<file path="src/rtl/hazard_pkg.sv">
// Shared encodings for the hazard controller: FSM states, forward selects
// and the per-operand forwarding priority function.
package hazard_pkg;

  typedef enum logic [1:0] {
    ST_RUN   = 2'd0,
    ST_STALL = 2'd1,
    ST_FLUSH = 2'd2
  } state_e;

  localparam logic [1:0] FWD_RF    = 2'b00;
  localparam logic [1:0] FWD_EXMEM = 2'b10;
  localparam logic [1:0] FWD_MEMWB = 2'b01;

  // Youngest producer wins; x0 is hardwired zero and never forwarded.
  function automatic logic [1:0] fwd_pick(
    input logic [4:0] rs,
    input logic       exmem_we,
    input logic [4:0] exmem_rd,
    input logic       memwb_we,
    input logic [4:0] memwb_rd
  );
    if (exmem_we && (exmem_rd != 5'd0) && (exmem_rd == rs))      return FWD_EXMEM;
    else if (memwb_we && (memwb_rd != 5'd0) && (memwb_rd == rs)) return FWD_MEMWB;
    else                                                         return FWD_RF;
  endfunction

endpackage

</file>
<file path="src/rtl/forward_unit.sv">
// Combinational EX-stage operand forwarding, one select per source operand.
module forward_unit
  import hazard_pkg::*;
(
  input  logic [4:0] idex_rs1,
  input  logic [4:0] idex_rs2,
  input  logic [4:0] exmem_rd,
  input  logic       exmem_reg_write,
  input  logic [4:0] memwb_rd,
  input  logic       memwb_reg_write,
  output logic [1:0] forward_a,
  output logic [1:0] forward_b
);

  assign forward_a = fwd_pick(idex_rs1, exmem_reg_write, exmem_rd, memwb_reg_write, memwb_rd);
  assign forward_b = fwd_pick(idex_rs2, exmem_reg_write, exmem_rd, memwb_reg_write, memwb_rd);

endmodule

</file>
<file path="src/rtl/hazard_ctrl.sv">
// Load-use stall / taken-branch flush controller with forwarding and
// saturating stall/flush event counters. State moves on the falling clock edge.
module hazard_ctrl
  import hazard_pkg::*;
#(
  parameter int LOAD_STALL_CYCLES = 1,
  parameter int CNT_W             = 32
) (
  input  logic             clk,
  input  logic             rst_n,
  input  logic [4:0]       id_rs1,
  input  logic [4:0]       id_rs2,
  input  logic [4:0]       idex_rs1,
  input  logic [4:0]       idex_rs2,
  input  logic [4:0]       idex_rd,
  input  logic             idex_mem_read,
  input  logic [4:0]       exmem_rd,
  input  logic             exmem_reg_write,
  input  logic [4:0]       memwb_rd,
  input  logic             memwb_reg_write,
  input  logic             branch_taken,
  output logic [1:0]       forward_a,
  output logic [1:0]       forward_b,
  output logic             pc_write,
  output logic             ifid_write,
  output logic             idex_bubble,
  output logic             flush,
  output logic [CNT_W-1:0] stall_count,
  output logic [CNT_W-1:0] flush_count
);

  localparam logic [2:0] STALL_RELOAD = 3'(LOAD_STALL_CYCLES - 1);

  state_e           state_q, state_d;
  logic [2:0]       stall_cnt_q, stall_cnt_d;
  logic [CNT_W-1:0] stall_count_q, stall_count_d;
  logic [CNT_W-1:0] flush_count_q, flush_count_d;
  logic             luh;

  forward_unit u_fwd (
    .idex_rs1       (idex_rs1),
    .idex_rs2       (idex_rs2),
    .exmem_rd       (exmem_rd),
    .exmem_reg_write(exmem_reg_write),
    .memwb_rd       (memwb_rd),
    .memwb_reg_write(memwb_reg_write),
    .forward_a      (forward_a),
    .forward_b      (forward_b)
  );

  assign luh = idex_mem_read && (idex_rd != 5'd0) &&
               ((idex_rd == id_rs1) || (idex_rd == id_rs2));

  always_ff @(negedge clk or negedge rst_n) begin
    if (!rst_n) begin
      state_q       <= ST_RUN;
      stall_cnt_q   <= 3'd0;
      stall_count_q <= '0;
      flush_count_q <= '0;
    end else begin
      state_q       <= state_d;
      stall_cnt_q   <= stall_cnt_d;
      stall_count_q <= stall_count_d;
      flush_count_q <= flush_count_d;
    end
  end

  always_comb begin
    state_d     = state_q;
    stall_cnt_d = stall_cnt_q;
    case (state_q)
      ST_RUN: begin
        if (branch_taken) begin
          state_d = ST_FLUSH;
        end else if (luh) begin
          stall_cnt_d = STALL_RELOAD;
          state_d     = (STALL_RELOAD != 3'd0) ? ST_STALL : ST_RUN;
        end
      end
      ST_STALL: begin
        if (branch_taken) begin
          state_d     = ST_FLUSH;
          stall_cnt_d = 3'd0;
        end else begin
          stall_cnt_d = stall_cnt_q - 3'd1;
          if (stall_cnt_q == 3'd1) state_d = ST_RUN;
        end
      end
      // Load-use is masked here: IF/ID holds the branch target fetch.
      ST_FLUSH: state_d = ST_RUN;
      default:  state_d = ST_RUN;
    endcase
  end

  always_comb begin
    pc_write    = 1'b1;
    ifid_write  = 1'b1;
    idex_bubble = 1'b0;
    flush       = 1'b0;
    case (state_q)
      ST_RUN, ST_STALL: begin
        if (branch_taken) begin
          flush = 1'b1;
        end else if (luh || (state_q == ST_STALL)) begin
          pc_write    = 1'b0;
          ifid_write  = 1'b0;
          idex_bubble = 1'b1;
        end
      end
      default: ;
    endcase
  end

  always_comb begin
    stall_count_d = stall_count_q;
    flush_count_d = flush_count_q;
    if (idex_bubble && (stall_count_q != '1)) stall_count_d = stall_count_q + CNT_W'(1);
    if (flush && (flush_count_q != '1))       flush_count_d = flush_count_q + CNT_W'(1);
  end

  assign stall_count = stall_count_q;
  assign flush_count = flush_count_q;

endmodule

</file>
<file path="config.mk">
export PLATFORM = sky130hd
export DESIGN_NAME = hazard_ctrl
export DESIGN_NICKNAME = d
export VERILOG_FILES = /design/src/rtl/hazard_pkg.sv /design/src/rtl/forward_unit.sv /design/src/rtl/hazard_ctrl.sv
export SDC_FILE = /design/constraint.sdc
export NUM_CORES = 1
export LEC_CHECK = 0
export ABC_AREA = 1
export CAP_MARGIN = 10
export CORE_UTILIZATION = 25
export DETAILED_ROUTE_END_ITERATION = 7
export DONT_BUFFER_PORTS = 1
export SLEW_MARGIN = 25
export SYNTH_ARGS = -nofsm -noshare
export SYNTH_HDL_FRONTEND = slang
export SYNTH_SLANG_ARGS = --single-unit
</file>
<file path="constraint.sdc">
create_clock -name clk -period 2.2 [get_ports clk]
set_input_delay 0.44 -clock clk [delete_from_list [all_inputs] [get_ports clk]]
set_output_delay 0.44 -clock clk [all_outputs]
set_load 0.01 [all_outputs]
</file>
==> out/metrics.cfg <==
[run_status]
status=complete, but fails checks
violations=setup timing

[floorplan]
die_y_um=139.9
die_w_um=139.9
ioPinCount=113
start_util_pct=25.50
fp.coreArea_mm2=0.01864
rows=50
fp.dieArea_mm2=0.01957

[clocking]
htreeDepth=3
numCtsBuffers=9
clockBufferDepth=2
cts_root_buf=clkbuf_16
cts.reportedPaths.clkPinSlew_ps=40
cts_sinks=65
cts_tree=done
clock_latency_ps=340
hold_buffers=0

[global_routing]
grtUsageTotal_pct=14.72
grt_max_degree=66
grt_pass1_wl_um=22810
grt_overflow=0
grt_pass1_vias=4550
grt_antenna_before_repair=0

[route]
vias_per_cell=4.562
routed_wl_um=14010
drt-pass1-iter-count=4
drc_errors=0
vias=4749
drtIter0Drc=293
route.antenna.remaining_nets=0
avgRoutedWirePerCell_um=13.46

[sta]
max_slew_margin_pct=65.67
skew_ps=11.04
finalHoldViolations=0
rsz0062_at_grt=yes
worst_pin_slew_ps=510.2
finalSetupViolCount=100
layout_setup_ws_ps=-477.5
holdWs_ps=525.5
slew_violations=0

[critical_path]
cp_num_buf_inv=2
critPathMaxFanout=3
crit_arrival_ps=2240
crit_path_start_kind=flip-flop
cpPeakStageDelay_ps=360
crit_chain=nor2_2, nand3_2, buf_6, inv_4
cpMaxStageDelayCell=dfrtn_1
r2r_start=stall_count[0]$_DFFE_NN0P_
cpLargestDelayFamily=flip-flops
critPathRequiredTime_ps=1760
criticalPathCategory=flip-flop to primary output
endpoint_kind=primary output
crit_start=state_q[1]$_DFFE_NN0P_

[cells_and_area]
mostFrequentLayoutCells=304 x nand2_1, 77 x nor2_1, 65 x dfrtn_1
drive_gt1_share_pct=19.33
synthToLayoutAreaGrowth_pct=30.11
fin_nets=845
diodes=0
layout_commonest_cell=nand2_1

[place]
gp_congestion=0.8702
dp_hpwl_um=10450
portBuffers=0
place_ws_ps=-395.7

[logic_synthesis]
yosysSeqAreaShare_pct=34.22
synth_area_mm2=0.004753
synthDistinctLibCells=27
ys_warn_count=0
synth_nets=766
syn_inst=723
avgSynthCellArea_um2=6.574
ys_ff_latch=65

[worst_hold_path]
hold_path_class=flip-flop to flip-flop
worstHoldStart=state_q[1]$_DFFE_NN0P_

[power_and_ir_drop]
p_leak_uw=0.002983
power.density_mw_per_mm2=634.8
vdd_drop_max_v=0.0003871

[run]
maxCapViolations=0

==> cells by family (layout without fill, tap and decap cells) <==
kind of cell | after synthesis | in the layout | share of synthesized area, %
AOI/OAI and AO/OA | 20 | 20 | 2.395
DFF | 65 | 65 | 34.22
adders and majority gates | 2 | 2 | 0.5264
xor gates and xnor gates | 60 | 60 | 11.06
and+or+nand+nor | 497 | 497 | 44.43
buffers and inverters | 79 | 163 | 7.370
==> layout make-up <==
cell class                 instances  area, um2
timing repair buffer              81      803.3
fill                            1981      12460
clock buffer                       9      225.2
multi-input combinational        579       2870
tap                              234      292.8
sequential                        65       1627
inverter                          66      295.3
clock inverter                     7      71.32
==> cells in the mapped netlist, drive strengths merged <==
master    n  share of area, %
a21boi    1              0.16
buf      13               2.2
dfrtn    65                34
ha        2              0.53
inv      66               5.2
nand2   333                27
nand3    23               2.4
nand3b   14               2.2
nand4    18               2.4
nor2     88               7.8
nor3     19               2.1
nor4      2              0.26
o21ai    19               2.2
xnor2    23               4.2
xor2     37               6.8
==> where the power goes <==
| group | switching [uW] | internal, uW |
|---|---|---|
| registers | 224 | 1350 |
| logic | 464 | 430 |
| clock network | 582 | 875 |
==> worst reg2reg max path, stage by stage (launching register included) <==
cell     delay (ps)
dfrtn_1         470
buf_4           190
ha_1            180
nand3_1         120
inv_2            80
nand2_1          50
nor2_1          120
nand3_1         150
inv_1           130
nor2_4           60
buf_12          130
buf_12          140
nand2_1          60
nand2_1          50
==> state kept, by name (all words and copies together) (netlist names) <==
signal / count
state_q: 1
flush_count: 32
stall_count: 32
==> stage by stage <==
step	power [uW]	std cells	instance area [um2]	TNS, ps	util (%)
after floorplan	2104	723	4847	-12420	-
after global routing	4137	1041	6185	-30070	33.17
after detailed placement	2403	1009	5572	-18240	29.89
after CTS	3912	1037	6091	-24310	32.67
final	3926	1041	6185	-25250	33.17
after global placement	2389	1009	5572	-17450	29.89
==> per-layer routing <==
metal / wire [um] / share of wire, % / GRT usage, %
met5: 0 / 0 / 0
met4: 358 / 2.6 / 5.437
met3: 909 / 6.5 / 3.932
met2: 6424 / 46 / 23.79
met1: 6316 / 45 / 18.78
==> final timing paths <==
check,end,slack (ps),cells past startpoint
max in group asynchronous,stall_count[25]$_DFFE_NN0P_,1250,0
min in group asynchronous,flush_count[6]$_DFFE_NN0P_,780,0
worst min-delay path,state_q[1]$_DFFE_NN0P_,530,2
worst max-delay path,idex_bubble,-480,4
worst min register to register,state_q[1]$_DFFE_NN0P_,530,2
worst max register to register,stall_count[23]$_DFFE_NN0P_,80,13
==> what timing repair did <==
item	4_1_cts	5_1_grt
pin swaps	8	13
endpoints found under the setup margin	100	119
buffers inserted	12	5
resized for setup	14	18
gates cloned	3	0
Power figures use the tool's default switching activity.
